<file path="src/rtl/aresetn_seq_pkg.sv">
// Shared types and sizing helpers for the reset sequencer.
//   seq_state_t : sequencer FSM encoding
//   cnt_width() : counter width large enough for the longer of the hold and gap intervals
package aresetn_seq_pkg;

  typedef enum logic [1:0] {
    ST_ASSERT  = 2'd0,
    ST_HOLD    = 2'd1,
    ST_RELEASE = 2'd2,
    ST_RUN     = 2'd3
  } seq_state_t;

  function automatic int unsigned cnt_width(input int unsigned hold_cyc,
                                            input int unsigned gap_cyc);
    int unsigned max_cyc;
    max_cyc = (hold_cyc > gap_cyc) ? hold_cyc : gap_cyc;
    return $clog2(max_cyc + 32'd1);
  endfunction

endpackage

</file>
<file path="src/rtl/aresetn_seq_sync.sv">
// Async-assert / sync-deassert reset synchroniser.
//   clk_i        : domain clock
//   arst_n_i     : raw asynchronous active-low reset
//   rst_sync_n_o : reset deasserted STAGES clock edges after arst_n_i rises
module aresetn_seq_sync #(
  parameter int unsigned STAGES = 3
) (
  input  logic clk_i,
  input  logic arst_n_i,
  output logic rst_sync_n_o
);

  logic [STAGES-1:0] sync_q;

  // Shift a constant 1 through the chain; any assertion clears every stage at once.
  always_ff @(posedge clk_i or negedge arst_n_i) begin
    if (!arst_n_i) begin
      sync_q <= {STAGES{1'b0}};
    end else begin
      sync_q <= {sync_q[STAGES-2:0], 1'b1};
    end
  end

  assign rst_sync_n_o = sync_q[STAGES-1];

endmodule

</file>
<file path="src/rtl/aresetn_seq.sv">
// Root reset sequencer for one clock domain.
// The synchronised reset is stretched by HOLD_CYC cycles, then the NUM_OUT outputs
// are released in ascending order GAP_CYC cycles apart. A soft-reset request
// drops all outputs and restarts the hold phase without touching ARESETN_I.
//   CLK_I      : domain clock
//   ARESETN_I  : asynchronous active-low reset
//   SRST_REQ_I : synchronous soft-reset request (level or pulse)
//   RESETN_O   : sequenced active-low resets, bit 0 released first
//   DONE_O     : high once every RESETN_O bit is released
module aresetn_seq
  import aresetn_seq_pkg::*;
#(
  parameter int unsigned STAGES   = 3,
  parameter int unsigned NUM_OUT  = 4,
  parameter int unsigned HOLD_CYC = 16,
  parameter int unsigned GAP_CYC  = 8
) (
  input  logic               CLK_I,
  input  logic               ARESETN_I,
  input  logic               SRST_REQ_I,
  output logic [NUM_OUT-1:0] RESETN_O,
  output logic               DONE_O
);

  localparam int unsigned CNT_W = cnt_width(HOLD_CYC, GAP_CYC);
  localparam int unsigned IDX_W = (NUM_OUT > 1) ? $clog2(NUM_OUT) : 1;

  // Counts compare against N-1 because the release happens on the N-th edge.
  localparam logic [CNT_W-1:0]   HOLD_LAST = CNT_W'(HOLD_CYC - 1);
  localparam logic [CNT_W-1:0]   GAP_LAST  = CNT_W'(GAP_CYC - 1);
  localparam logic [CNT_W-1:0]   CNT_ZERO  = {CNT_W{1'b0}};
  localparam logic [CNT_W-1:0]   CNT_ONE   = CNT_W'(1);
  localparam logic [IDX_W-1:0]   IDX_ONE   = IDX_W'(1);
  localparam logic [IDX_W-1:0]   IDX_LAST  = IDX_W'(NUM_OUT - 1);
  localparam logic [NUM_OUT-1:0] OUT_ZERO  = {NUM_OUT{1'b0}};
  localparam logic [NUM_OUT-1:0] OUT_ONES  = {NUM_OUT{1'b1}};
  localparam logic [NUM_OUT-1:0] OUT_BIT0  = NUM_OUT'(1);

  logic               rst_sync_n_s;

  seq_state_t         state_q, state_d;
  logic [CNT_W-1:0]   cnt_q,   cnt_d;
  logic [IDX_W-1:0]   idx_q,   idx_d;
  logic [NUM_OUT-1:0] resetn_q, resetn_d;
  logic               done_q,  done_d;

  aresetn_seq_sync #(
    .STAGES(STAGES)
  ) u_sync (
    .clk_i       (CLK_I),
    .arst_n_i    (ARESETN_I),
    .rst_sync_n_o(rst_sync_n_s)
  );

  // Next-state logic for the hold/release sequencer.
  always_comb begin
    state_d  = state_q;
    cnt_d    = cnt_q;
    idx_d    = idx_q;
    resetn_d = resetn_q;
    done_d   = done_q;

    // Soft reset wins over any release scheduled on the same edge.
    if ((state_q != ST_ASSERT) && SRST_REQ_I) begin
      state_d  = ST_HOLD;
      cnt_d    = CNT_ZERO;
      idx_d    = IDX_ONE;
      resetn_d = OUT_ZERO;
      done_d   = 1'b0;
    end else begin
      case (state_q)
        ST_ASSERT: begin
          if (rst_sync_n_s) begin
            state_d = ST_HOLD;
            cnt_d   = CNT_ZERO;
          end else begin
            state_d = ST_ASSERT;
          end
        end

        ST_HOLD: begin
          if (cnt_q == HOLD_LAST) begin
            resetn_d = resetn_q | OUT_BIT0;
            cnt_d    = CNT_ZERO;
            idx_d    = IDX_ONE;
            if (NUM_OUT == 1) begin
              state_d = ST_RUN;
              done_d  = 1'b1;
            end else begin
              state_d = ST_RELEASE;
            end
          end else begin
            cnt_d = cnt_q + CNT_ONE;
          end
        end

        ST_RELEASE: begin
          if (cnt_q == GAP_LAST) begin
            resetn_d = resetn_q | (OUT_BIT0 << idx_q);
            cnt_d    = CNT_ZERO;
            if (idx_q == IDX_LAST) begin
              state_d = ST_RUN;
              done_d  = 1'b1;
            end else begin
              idx_d = idx_q + IDX_ONE;
            end
          end else begin
            cnt_d = cnt_q + CNT_ONE;
          end
        end

        ST_RUN: begin
          resetn_d = OUT_ONES;
          done_d   = 1'b1;
        end

        default: begin
          // Unreachable encoding: fall back to the fully-asserted state.
          state_d  = ST_ASSERT;
          cnt_d    = CNT_ZERO;
          idx_d    = IDX_ONE;
          resetn_d = OUT_ZERO;
          done_d   = 1'b0;
        end
      endcase
    end
  end

  // Sequencer state and output registers, all cleared asynchronously by ARESETN_I.
  always_ff @(posedge CLK_I or negedge ARESETN_I) begin
    if (!ARESETN_I) begin
      state_q  <= ST_ASSERT;
      cnt_q    <= CNT_ZERO;
      idx_q    <= IDX_ONE;
      resetn_q <= OUT_ZERO;
      done_q   <= 1'b0;
    end else begin
      state_q  <= state_d;
      cnt_q    <= cnt_d;
      idx_q    <= idx_d;
      resetn_q <= resetn_d;
      done_q   <= done_d;
    end
  end

  assign RESETN_O = resetn_q;
  assign DONE_O   = done_q;

endmodule

</file>
<file path="config.mk">
export PLATFORM = sky130hd
export DESIGN_NAME = aresetn_seq
export DESIGN_NICKNAME = d
export VERILOG_FILES = /design/src/rtl/aresetn_seq_pkg.sv /design/src/rtl/aresetn_seq_sync.sv /design/src/rtl/aresetn_seq.sv
export SDC_FILE = /design/constraint.sdc
export NUM_CORES = 1
export LEC_CHECK = 0
export BUFFER_PORTS_ARGS = -buffer_cell sky130_fd_sc_hd__buf_4
export CAP_MARGIN = 30
export CORE_MARGIN = 8
export CORE_UTILIZATION = 40
export CTS_CLUSTER_SIZE = 40
export DETAILED_ROUTE_END_ITERATION = 10
export SETUP_SLACK_MARGIN = 0.15
export SLEW_MARGIN = 5
export SYNTH_ARGS = -nofsm -noshare
export SYNTH_HDL_FRONTEND = slang
export SYNTH_SLANG_ARGS = --single-unit
</file>
<file path="constraint.sdc">
create_clock -name CLK_I -period 2.2 [get_ports CLK_I]
set_input_delay 0.33 -clock CLK_I [delete_from_list [all_inputs] [get_ports CLK_I]]
set_output_delay 0.33 -clock CLK_I [all_outputs]
set_load 0.02 [all_outputs]
</file>
# [Yosys cells after proc, flatten, opt, wreduce, memory -nomap -nowiden]
# Cells that the tools add are included.
[op_classes] n_addsub=2 eq_ne=12 shifts=1 mux=24 n_bitwise=1 n_reduce_logical=13
[op_table] op="5-bit two-way mux" count=4
[op_table] op="2-bit two-way mux" count=8
[op_table] op="5-bit case mux with 3 select lines" count=1
[op_table] op="3-bit inequality test (second input constant)" count=4
[op_table] op="4-bit case mux with 3 select lines" count=1
[op_table] op="3-bit AND reduction" count=3
[op_table] op="4-bit two-way mux" count=2
[op_table] op="4-bit AND reduction" count=2
[op_table] op="4-bit nonzero test" count=2
[op_table] op="2-bit == test (second input constant)" count=3
[op_table] op="2-bit case mux with 3 select lines" count=1
[op_table] op="3-bit nonzero test" count=2
[op_table] op="5-bit by 1-bit adder with 5-bit output (second input constant)" count=1
[op_table] op="5-bit by 3-bit == test with 1-bit output (second input constant)" count=1
[op_table] op="5-bit by 4-bit == test with 1-bit output (second input constant)" count=1
[op_table] op="1-bit two-way mux" count=5
[op_table] op="4-bit bitwise OR" count=1
[op_table] op="2-bit case mux with 2 select lines" count=1
[op_table] op="1-bit by 2-bit left shift with 4-bit output (first input constant)" count=1
[op_table] op="3-bit by 2-bit inequality test with 1-bit output (second input constant)" count=1
[op_table] op="2-bit by 1-bit adder with 2-bit output (second input constant)" count=1
[op_table] op="2-bit by 1-bit == test with 1-bit output (second input constant)" count=1
[op_table] op="2-bit logical NOT" count=1
[op_table] op="2-bit inequality test (second input constant)" count=1
[op_table] op="other kinds (4)" count=4
[word_totals] regBits=17 in_bits=3 output_inout_bits=5 wordCells=60

# [Depth between registers and ports, before layout]
# Gate-level depths: netlist of the first run.
[logic_depth] word_depth=5 ltp_mapped=8 depth_no_buf=8

# [Hierarchy]
# Synthesis of the first run repeated with hierarchy kept, for this count alone.
[unflattened] hier_cells=109 hier_area_um2=1104.8
[by_module_without_submodules] mod="aresetn_seq" n_inst=1 cells_each=105 area_each_um2=1026.0 seq_area_each_um2=351.6
[by_module_without_submodules] mod="aresetn_seq_sync" n_inst=1 cells_each=4 area_each_um2=78.8 seq_area_each_um2=75.1

# [Least setup slack after synthesis of the first run]
# Ideal clock, no wire load.
[synth_path] path_kind="reg2reg" startpoint="register cnt_q[0]" endpoint="register cnt_q[3]" t_arrival_ns=1.623 required_time_ns=2.097 slack_ns=0.474 stages_incl_launch_ff=9 n_path_buf=0 synth_period_minus_slack_ns=1.726 path_cell_list="dfrtp_1 > ha_1 > nand3_1 > inv_1 > ha_1 > nor2b_1 > a21oi_2 > or2_4 > o41ai_2"
[synth_via] elab_chain_len=4 word_cells_on_any_way=7 cone_classes="add/sub: 1; eq/ne: 2; mux: 4"
[synth_rtl] element="start: declaration" line_no="aresetn_seq.sv:42" source="logic [CNT_W-1:0] cnt_q, cnt_d;"
[synth_rtl] element="start signal: assignment" line_no="aresetn_seq.sv:139" source="cnt_q <= cnt_d;"
[synth_rtl] element="5-bit by 1-bit adder with 5-bit output (tied with other cells)" line_no="aresetn_seq.sv:93, aresetn_seq.sv:108"
[synth_rtl] element="5-bit two-way mux (on tied branches)" line_no="aresetn_seq.sv:98, aresetn_seq.sv:82"
[synth_rtl] element="5-bit case mux with 3 select lines (*)" line_no="aresetn_seq.sv:71" source="case (state_q)"
[synth_rtl] element="5-bit two-way mux (*)" line_no="aresetn_seq.sv:64" source="if ((state_q != ST_ASSERT) && SRST_REQ_I) begin"
# Mark *: on every way between the ends. The rest lies on a longest branch, timed or not.
# A chain may end at the register's enable or synchronous reset.

# [Final worst setup path of the first run]
[layout_path] startpoint="register state_q[0]" endpoint="register cnt_q[2]"
[layout_via] elab_chain_len=4 word_cells_on_any_way=10 cone_classes="eq/ne: 3; mux: 2; reduce/logical: 5"
[layout_rtl] element="start: declaration" line_no="aresetn_seq.sv:41" source="seq_state_t state_q, state_d;"
[layout_rtl] element="start signal: assignment" line_no="aresetn_seq.sv:138" source="state_q <= state_d;"
[layout_rtl] element="2-bit nonzero test" line_no="aresetn_seq.sv:64"
[layout_rtl] element="1-bit logical AND" line_no="aresetn_seq.sv:64"
[layout_rtl] element="3-bit by 2-bit inequality test with 1-bit output (no source line) / 4-bit nonzero test (equally long branches)"
[layout_rtl] element="2-bit AND reduction (no source line)"
# Several ways; a longest one is shown, not always the timed one.

==> out/results.ini, run 1 <==
[status]
status=completed

[run]
maxCapViolCount=0

[route]
drc_errors=0
wl_per_cell_um=13.5
firstDrtPassIters=4
viasPerCell=5.29
first_iter_violations=37
ant_nets=0
vias=788
wl_um=2010

[clocking]
clk_path_buf_depth=2
cts_sinks=17
htree_levels=1
numCtsBuffers=3
path_clk_slew_ps=110
cts_root_buffer=clkbuf_4
clk_latency_ps=290
cts_tree=done
cts_setup_buffers=0

[floorplanning]
die_y_um=67.1
start_util_pct=42.2
ios=8
dieArea_um2=4500
core_area_um2=2480
fp-row-count=18
die-width_um=67.1

[sta]
whs_ps=369
period_share_pct=84.4
worst_slack_ps=343
slew_viol_final=0
tns_ps=0
rsz0062_at_grt=no
hold_viol=0
clock.fmax_ghz=0.538
finalSetupViolations=0
finalClockSkew_ps=5.99
fin_crit_ps=1860

[global_routing]
first_global_vias=772
grt_pass1_wl_um=3470
top_usage_layer=met2
use_met1_pct=13.0
grt_util_met3_pct=3.69
grt_max_degree=18
grt_use_total_pct=9.85
grt-ovfl-total=0
antenna_found_initial=0
gr-usage-met2_pct=14.9

[placement]
numPortBuffers=7
place_ws_ps=267
place.gp.congestion=0.890
hpwlAfterDp_um=1520

[pwr]
leakagePower_nw=0.540
ir_worst_vdd_v=0.000737
p_per_area_nw_per_um2=1120

[yosys]
syn_nets=123
synth_top_area_share_pct=38.3
yosys_warnings=0
synthesis.area_um2=1040
synth_area_leader_cell=dfrtp_1
synth_area_leaders=dfrtp_1 (38%), ha_1 (13%), nor2_1 (4.7%)
ys_types=33
ys_seq_area_share_pct=40.8
ys_seq_elements=17
synthCells=109
avgSynthCellArea_um2=9.58

[setup_path]
startpoint_type=flip-flop
critPathMaxFanout=9
cp_top_family=simple AND/OR/NAND/NOR gates
critPathCaptureType=flip-flop
crit_required_ps=2390
cp.arrival_ps=2050
max_stage_delay_ps=450
path_class=flip-flop to flip-flop
crit_buf_inv=1
path_cells=inv_1 -> ha_1 -> nand2b_2 -> nand2_1 -> nor4b_1 -> a211o_2
crit_slowest_cell=dfrtp_1

[layout]
final_common_cell=dfrtp_1
final_nets=134
syn_to_final_growth_pct=12.0
final_core_util_pct=47.2
num_antenna_cells=0
drive_gt1_share_pct=17.6
final_cell_mix=dfrtp_1 (16), nor2_1 (13), inv_1 (11)

[worst_hold_path]
min_path_type=flip-flop to flip-flop

-- area by class of cell --
| type | count | area, µm² |
|---|---|---|
| fill | 242 | 1310 |
| multi-input combinational | 79 | 572 |
| sequential | 17 | 427 |
| timing repair buffer | 8 | 62.6 |
| inverter | 11 | 41.3 |
| tap | 30 | 37.5 |
| clock buffer | 3 | 22.5 |
| clock inverter | 1 | 7.51 |
-- state kept, by name, indices dropped and copies added (netlist names) --
signal and count:
RESETN_O 4, DONE_O 1, state_q 2, cnt_q 5
idx_q 2, u_sync.sync_q 3
-- worst paths after layout --
path                                   from                to  slack [ps]  depth (start not counted)
max                              state_q[0]          cnt_q[2]         340                          6
min                        u_sync.sync_q[1]  u_sync.sync_q[2]         370                          0
max reg2reg                      state_q[0]          cnt_q[2]         340                          6
min reg2reg                u_sync.sync_q[1]  u_sync.sync_q[2]         370                          0
max in group asynchronous         ARESETN_I          idx_q[0]        1520                          2
min in group asynchronous         ARESETN_I          cnt_q[2]         420                          2
-- Yosys cell counts, drive strengths merged --
cell     number
a211o         1
a21oi         6
a22o          2
a22oi         2
a2bb2oi       2
a32oi         1
and3          1
buf           2
conb          1
dfrtp        16
dfstp         1
ha           11
inv          11
mux2i         1
nand2         8
nand2b        2
nand3         5
nand4         1
nand4bb       1
nor2         13
nor2b         3
nor4          1
nor4b         1
o211ai        3
o21ai         5
o2bb2ai       4
o31ai         2
o41ai         1
or2           1
-- kinds of logic after synthesis --
family          count (synthesis)  share of synthesized area [%]
simple gates                   37                           17.5
compound gates                 29                           22.0
flops                          17                           40.8
buf+inv                        13                           5.15
fa+ha+maj                      11                           13.2
mux                             1                          0.958
other cells                     1                          0.359
-- routing by layer --
metal,wire [µm],share of wire (%),vias up
met3,81,4.0,2
met5,0,0,-
met2,862,43,14
li1,-,-,403
met4,18,0.90,0
met1,1050,52,369
-- stage by stage --
| stage | instances | power, W | cell area, µm² |
|---|---|---|---|
| after floorplan | 109 | 0.000957 | 1040 |
| after global placement | 144 | 0.00114 | 1120 |
| after detailed placement | 144 | 0.00114 | 1120 |
| after CTS | 149 | 0.00132 | 1160 |
| after global routing | 149 | 0.00143 | 1170 |
| final | 149 | 0.00131 | 1170 |
-- repair_timing --
item	CTS	global route
resized for setup	0	3
endpoints found under the setup margin	0	2
hold buffers	1	0
endpoints found under the hold margin	16	0
-- power by group --
part | internal, W | total [W] | switching, W
registers | 0.000391 | 0.000459 | 0.0000680
clock network | 0.0000691 | 0.000172 | 0.000103
logic | 0.000276 | 0.000678 | 0.000401
total | 0.000737 | 0.00131 | 0.000573
Note: power is estimated with default switching activity, not from simulation.
==> run 2: changes to the inputs <==
==> constraint.sdc (replaced) <==
create_clock -name CLK_I -period 1.71 [get_ports CLK_I]
set_input_delay 0.2565 -clock CLK_I [delete_from_list [all_inputs] [get_ports CLK_I]]
set_output_delay 0.2565 -clock CLK_I [all_outputs]
set_load 0.02 [all_outputs]
==> run 2 against run 1 <==
  * Sequential power up 27%
  * Non-clock buffer count up 18
  * Wire length up 19%
  * Highest routed layer unchanged
  * Utilization up 9.0 points
  * Hold slack worse by 18 ps
  * Via count up 11%
  * Power up 52%
  * Sequential cell count unchanged
  * Worst setup slack worse by 270 ps
  * Combinational power up 76%
==> out/results.ini, run 2 (synthesis results as in run 1) <==
[placement]
place.gp.congestion=0.851  ; -4.4%
detailed_place.area_um2=1240  ; +10%
placed_cells=157  ; +9.0%
numPortBuffers=7  ; unchanged
hpwlAfterDp_um=1730  ; +13%

[layout]
drive_gt1_share_pct=36.5  ; +19 points
regMostFlops=cnt_q
nFillCells=224  ; -7.4%
syn_to_final_growth_pct=33.3
num_antenna_cells=0  ; unchanged
final_cell_mix=buf_4 (25), dfrtp_1 (16), nor2_1 (13)
fin_cells=167  ; +12%
largest_reg_flops=5  ; unchanged
stdcell_area_um2=1390  ; +19%
final_common_cell=buf_4
final_nets=152  ; +13%

[clocking]
clk_path_buf_depth=2  ; unchanged
clk_latency_ps=300  ; about the same
numCtsBuffers=3  ; unchanged
path_clk_slew_ps=100  ; about the same
cts_root_buffer=clkbuf_4
cts_tree=done
htree_levels=1  ; unchanged
cts_sinks=17  ; unchanged

[route]
wl_per_cell_um=14.3  ; +6.3%
ant_nets=0  ; unchanged
first_iter_violations=38  ; +2.7%
viasPerCell=5.22  ; -1.3%
firstDrtPassIters=4  ; unchanged
vias=872  ; +11%
drc_errors=0  ; unchanged
wl_um=2390  ; +19%

[global_routing]
grt_util_met3_pct=4.19  ; +0.50 points
grt-ovfl-total=0  ; unchanged
grt_max_degree=18  ; unchanged
antenna_found_initial=0  ; unchanged
grt_use_total_pct=12.0  ; +2.2 points
use_met1_pct=13.5  ; +0.50 points
top_usage_layer=met2
grt_pass1_wl_um=4150  ; +20%
gr-usage-met2_pct=20.8  ; +5.9 points
first_global_vias=944  ; +22%

[floorplanning]
core_area_um2=2480  ; unchanged
dieArea_um2=4500  ; unchanged
die_y_um=67.1  ; unchanged
ios=8  ; unchanged
die-width_um=67.1  ; unchanged
fp-row-count=18  ; unchanged
start_util_pct=42.2  ; unchanged

[sta]
slew_viol_final=0  ; unchanged
clock.fmax_ghz=0.609  ; +13%
finalSetupViolations=0  ; unchanged
hold_viol=0  ; unchanged
tns_ps=0  ; unchanged
period_share_pct=96.0  ; +12 points
rsz0062_at_grt=yes
fin_crit_ps=1640  ; -215 ps
finalClockSkew_ps=2.45  ; -3.54 ps

[setup_path]
reg2reg_slack_ps=70  ; -270 ps
reg2reg_depth=8  ; +2
regToRegStartpoint=cnt_q[1]
startpoint_type=flip-flop
crit_required_ps=1920  ; -470 ps
reg2reg_to=cnt_q[3]
critPathCaptureType=flip-flop
cp.arrival_ps=1850  ; -200 ps
critPathMaxFanout=6  ; -3
path_class=flip-flop to flip-flop

[pwr]
switchingPower_w=0.000840  ; +47%
leakagePower_nw=0.637  ; +18%
switching_share_pct=42.3  ; -1.5 points
ir_worst_vdd_v=0.000975  ; +32%
p_int_w=0.00115  ; +56%
pwr-share-clk_pct=11.1  ; -2.1 points
comb_power_share_pct=59.7  ; +7.9 points
p_per_area_nw_per_um2=1430  ; +28%
p_seq_share_pct=29.2  ; -5.9 points

[worst_hold_path]
min_path_type=input port to async pin

[status]
status=completed

[run]
maxCapViolCount=0  ; unchanged

-- run 2: changes by cell type in the layout (fill, tap and decap cells not counted), sizes merged --
cell,before,now
buf,7,25
clkinv,0,1
clkinvlp,1,0
-- run 2: how the worst max path moves through the flow --
stage,startpoint,depth (start not counted),to
6_report,cnt_q[1],8,cnt_q[3]
5_1_grt,cnt_q[1],8,cnt_q[3]
4_1_cts,cnt_q[0],8,cnt_q[3]
3_5_place_dp,cnt_q[1],8,cnt_q[3]
3_3_place_gp,state_q[0],6,cnt_q[2]
2_1_floorplan,cnt_q[0],8,cnt_q[3]
-- run 2: worst max-delay path, cell delays in order (launching register included) --
cell,delay [ps]
dfrtp_1,430
ha_4,190
nand3_4,80
inv_2,40
ha_4,150
nor2b_4,150
a21oi_4,60
or2_4,260
o41ai_2,180
-- run 2: power groups by stage --
stage	registers, W	clock network [W]	logic [W]
2_1_floorplan	0.000642	0	0.000608
6_report	0.000581	0.000221	0.00119
5_1_grt	0.000593	0.000256	0.00131
3_3_place_gp	0.000575	0	0.00106
3_5_place_dp	0.000579	0	0.00107
4_1_cts	0.000570	0.000236	0.00115
-- run 2: what timing repair did --
item | 4_1_cts | 5_1_grt
hold buffers | 1 | 0
endpoints found under the setup margin | 12 | 12
pin swaps | 2 | 1
gates resized for setup | 10 | 8
buffers inserted | 4 | 1
hold endpoints to repair | 16 | 0
-- run 2: per-stage QoR --
step	hold WS [ps]	power (W)	setup WS [ps]	utilization, %
2_1_floorplan	-39.1	0.00125	111	-
3_3_place_gp	135	0.00163	61.0	49.9
3_5_place_dp	140	0.00165	16.4	49.9
4_1_cts	341	0.00196	78.9	54.6
5_1_grt	346	0.00216	16.9	56.2
6_report	351	0.00199	68.2	56.2
-- run 2: metal layers --
layer / wire, µm / up-vias
met3: 69 / 5
met2: 1220 / 7
met5: 0 / -
li1: - / 440
met4: 24 / 0
met1: 1080 / 420
-- run 2: cell type report --
cell class                 instances  area [µm²]  area share [%]
inverter                          11        41.3            2.96
clock inverter                     1        5.00           0.359
clock buffer                       3        22.5            1.62
multi-input combinational         79         662            47.5
timing repair buffer              26         198            14.2
tap                               30        37.5            2.70
sequential                        17         427            30.6
==> run 3: changes to the inputs <==
--- a/config.mk
+++ b/config.mk
@@ -11,6 +11,7 @@
 export CORE_UTILIZATION = 40
 export CTS_CLUSTER_SIZE = 40
 export DETAILED_ROUTE_END_ITERATION = 10
+export PLACE_DENSITY_LB_ADDON = 0.25
 export SETUP_SLACK_MARGIN = 0.15
 export SLEW_MARGIN = 5
 export SYNTH_ARGS = -nofsm -noshare
==> run 3 against run 2 <==
  * Hold slack worse by 1.8 ps
  * Utilization decreased by 2.0 points
  * Largest cell class unchanged
  * Largest power group unchanged
  * Global-route usage is 0.51 points lower
  * Cell area down 3.6%
  * Sequential share of layout area up 1.1 points
  * Critical endpoint is now cnt_q[2]
  * Clock-buffer cell count unchanged
  * Wire length shrank 5.1%
  * Sequential cell count did not move
  * Worst setup slack better by 0.72 ps
  * Register-to-register slack barely moved
==> out/results.ini, run 3 (synthesis results as in run 1) <==
[global_routing]
antenna_found_initial=0  ; unchanged
grt-ovfl-total=0  ; unchanged
first_global_vias=907  ; -3.9%
grt_pass1_wl_um=4120  ; -0.82%
grt_use_total_pct=11.5  ; -0.51 points
grt_max_degree=18  ; unchanged

[route]
ant_nets=0  ; unchanged
drc_errors=0  ; unchanged
first_iter_violations=46  ; +21%
wl_um=2270  ; -5.1%
wl_per_cell_um=14.2  ; -0.94%
firstDrtPassIters=4  ; unchanged
viasPerCell=5.45  ; +4.4%
vias=872  ; unchanged

[floorplanning]
start_util_pct=42.2  ; unchanged
dieArea_um2=4500  ; unchanged
core_area_um2=2480  ; unchanged
fp-row-count=18  ; unchanged
die_y_um=67.1  ; unchanged
die-width_um=67.1  ; unchanged
ios=8  ; unchanged

[placement]
placed_cells=152  ; -3.2%
place.gp.congestion=0.830  ; -2.5%
hpwlAfterDp_um=1630  ; -5.8%
place_ws_ps=-85.2  ; -102 ps
detailed_place.area_um2=1200  ; -3.0%
numPortBuffers=7  ; unchanged

[layout]
drive_gt1_share_pct=35.4  ; -1.1 points
final_nets=145  ; -4.6%
num_antenna_cells=0  ; unchanged
stdcell_area_um2=1340  ; -3.6%
fin_cells=160  ; -4.2%
regMostFlops=cnt_q
largest_reg_flops=5  ; unchanged
multiInputGateArea_um2=661  ; -0.19%
seq_area_um2=427  ; unchanged
final_cell_mix=buf_4 (17), dfrtp_1 (16), nor2_1 (12)
syn_to_final_growth_pct=28.5
nFillCells=247  ; +10%
final_common_cell=buf_4

[status]
status=completed

[clocking]
cts_root_buffer=clkbuf_4
numCtsBuffers=3  ; unchanged
clk_path_buf_depth=2  ; unchanged
cts_sinks=17  ; unchanged
htree_levels=1  ; unchanged
clk_latency_ps=290  ; about the same
cts_tree=done
path_clk_slew_ps=100  ; about the same

[sta]
tns_ps=0  ; unchanged
worst_slack_ps=68.9  ; +0.724 ps
slew_viol_final=0  ; unchanged
finalSetupViolations=0  ; unchanged
period_share_pct=96.0  ; about the same
clock.fmax_ghz=0.609  ; about the same
rsz0062_at_grt=yes
whs_ps=349  ; -1.81 ps
hold_viol=0  ; unchanged
finalClockSkew_ps=0.884  ; -1.57 ps
fin_crit_ps=1640  ; -0.724 ps

[setup_path]
critPathCaptureType=flip-flop
startpoint_type=flip-flop
path_class=flip-flop to flip-flop
critPathMaxFanout=4  ; -2
crit_required_ps=1900  ; -20 ps
cp.arrival_ps=1830  ; -20 ps

[pwr]
leakagePower_nw=0.605  ; -5.1%
p_per_area_nw_per_um2=1470  ; +3.1%
ir_worst_vdd_v=0.00101  ; +3.7%

[worst_hold_path]
min_path_type=input port to async pin

[run]
maxCapViolCount=0  ; unchanged

run 3: report_power, final:
group          leakage [nW]  internal, W  switching [W]
combinational         0.371     0.000546       0.000631
sequential            0.216     0.000503      0.0000791
clock                0.0177    0.0000871       0.000131
run 3: timing repair:
item,in CTS,in global routing
endpoints found under the hold margin,16,0
hold buffers,1,0
setup endpoints to repair,11,13
gates resized for setup,14,6
setup buffers,3,0
pin swaps,4,1
gates cloned,0,0
run 3: cell type report:
cell class,instances,area share [%]
multi-input cells,79,49.2
flip-flops and latches,17,31.8
repair buffers,19,11.1
inverters,11,3.08
well taps,30,2.80
clock buffers,3,1.68
clock inverters,1,0.373
run 3: path summary, 6_finish.rpt:
check / startpoint / to / slack, ps / cells past startpoint
worst max-delay path: cnt_q[0] / cnt_q[2] / 70 / 9
worst min-delay path: ARESETN_I / cnt_q[0] / 350 / 2
worst max register to register: cnt_q[0] / cnt_q[2] / 70 / 9
worst min register to register: u_sync.sync_q[1] / u_sync.sync_q[2] / 360 / 0
max in group asynchronous: ARESETN_I / idx_q[0] / 1110 / 2
min in group CLK_I: u_sync.sync_q[1] / u_sync.sync_q[2] / 360 / 0
run 3: metal layers:
metal	track usage (%)	wire length (µm)	vias up
li1	-	-	426
met1	14.1	1080	427
met2	19.0	1080	15
met3	2.18	86	4
met4	5.48	26	0
met5	0	0	-
run 3: worst max-delay path, cell delays in order, from the launching register on:
cell and delay, ps:
dfrtp_1 410, ha_4 180, nand3_2 90, inv_2 80, ha_4 130, nor2b_4 40
buf_4 140, nor2_4 100, nor4b_2 60, a211o_2 300
run 3: per-stage QoR:
| step | power [W] | util (%) |
|---|---|---|
| 2_1_floorplan | 0.00125 | - |
| 4_1_cts | 0.00194 | 53.2 |
| 3_5_place_dp | 0.00161 | 48.4 |
| 6_report | 0.00198 | 54.2 |
| 5_1_grt | 0.00213 | 54.2 |
| 3_3_place_gp | 0.00160 | 48.4 |
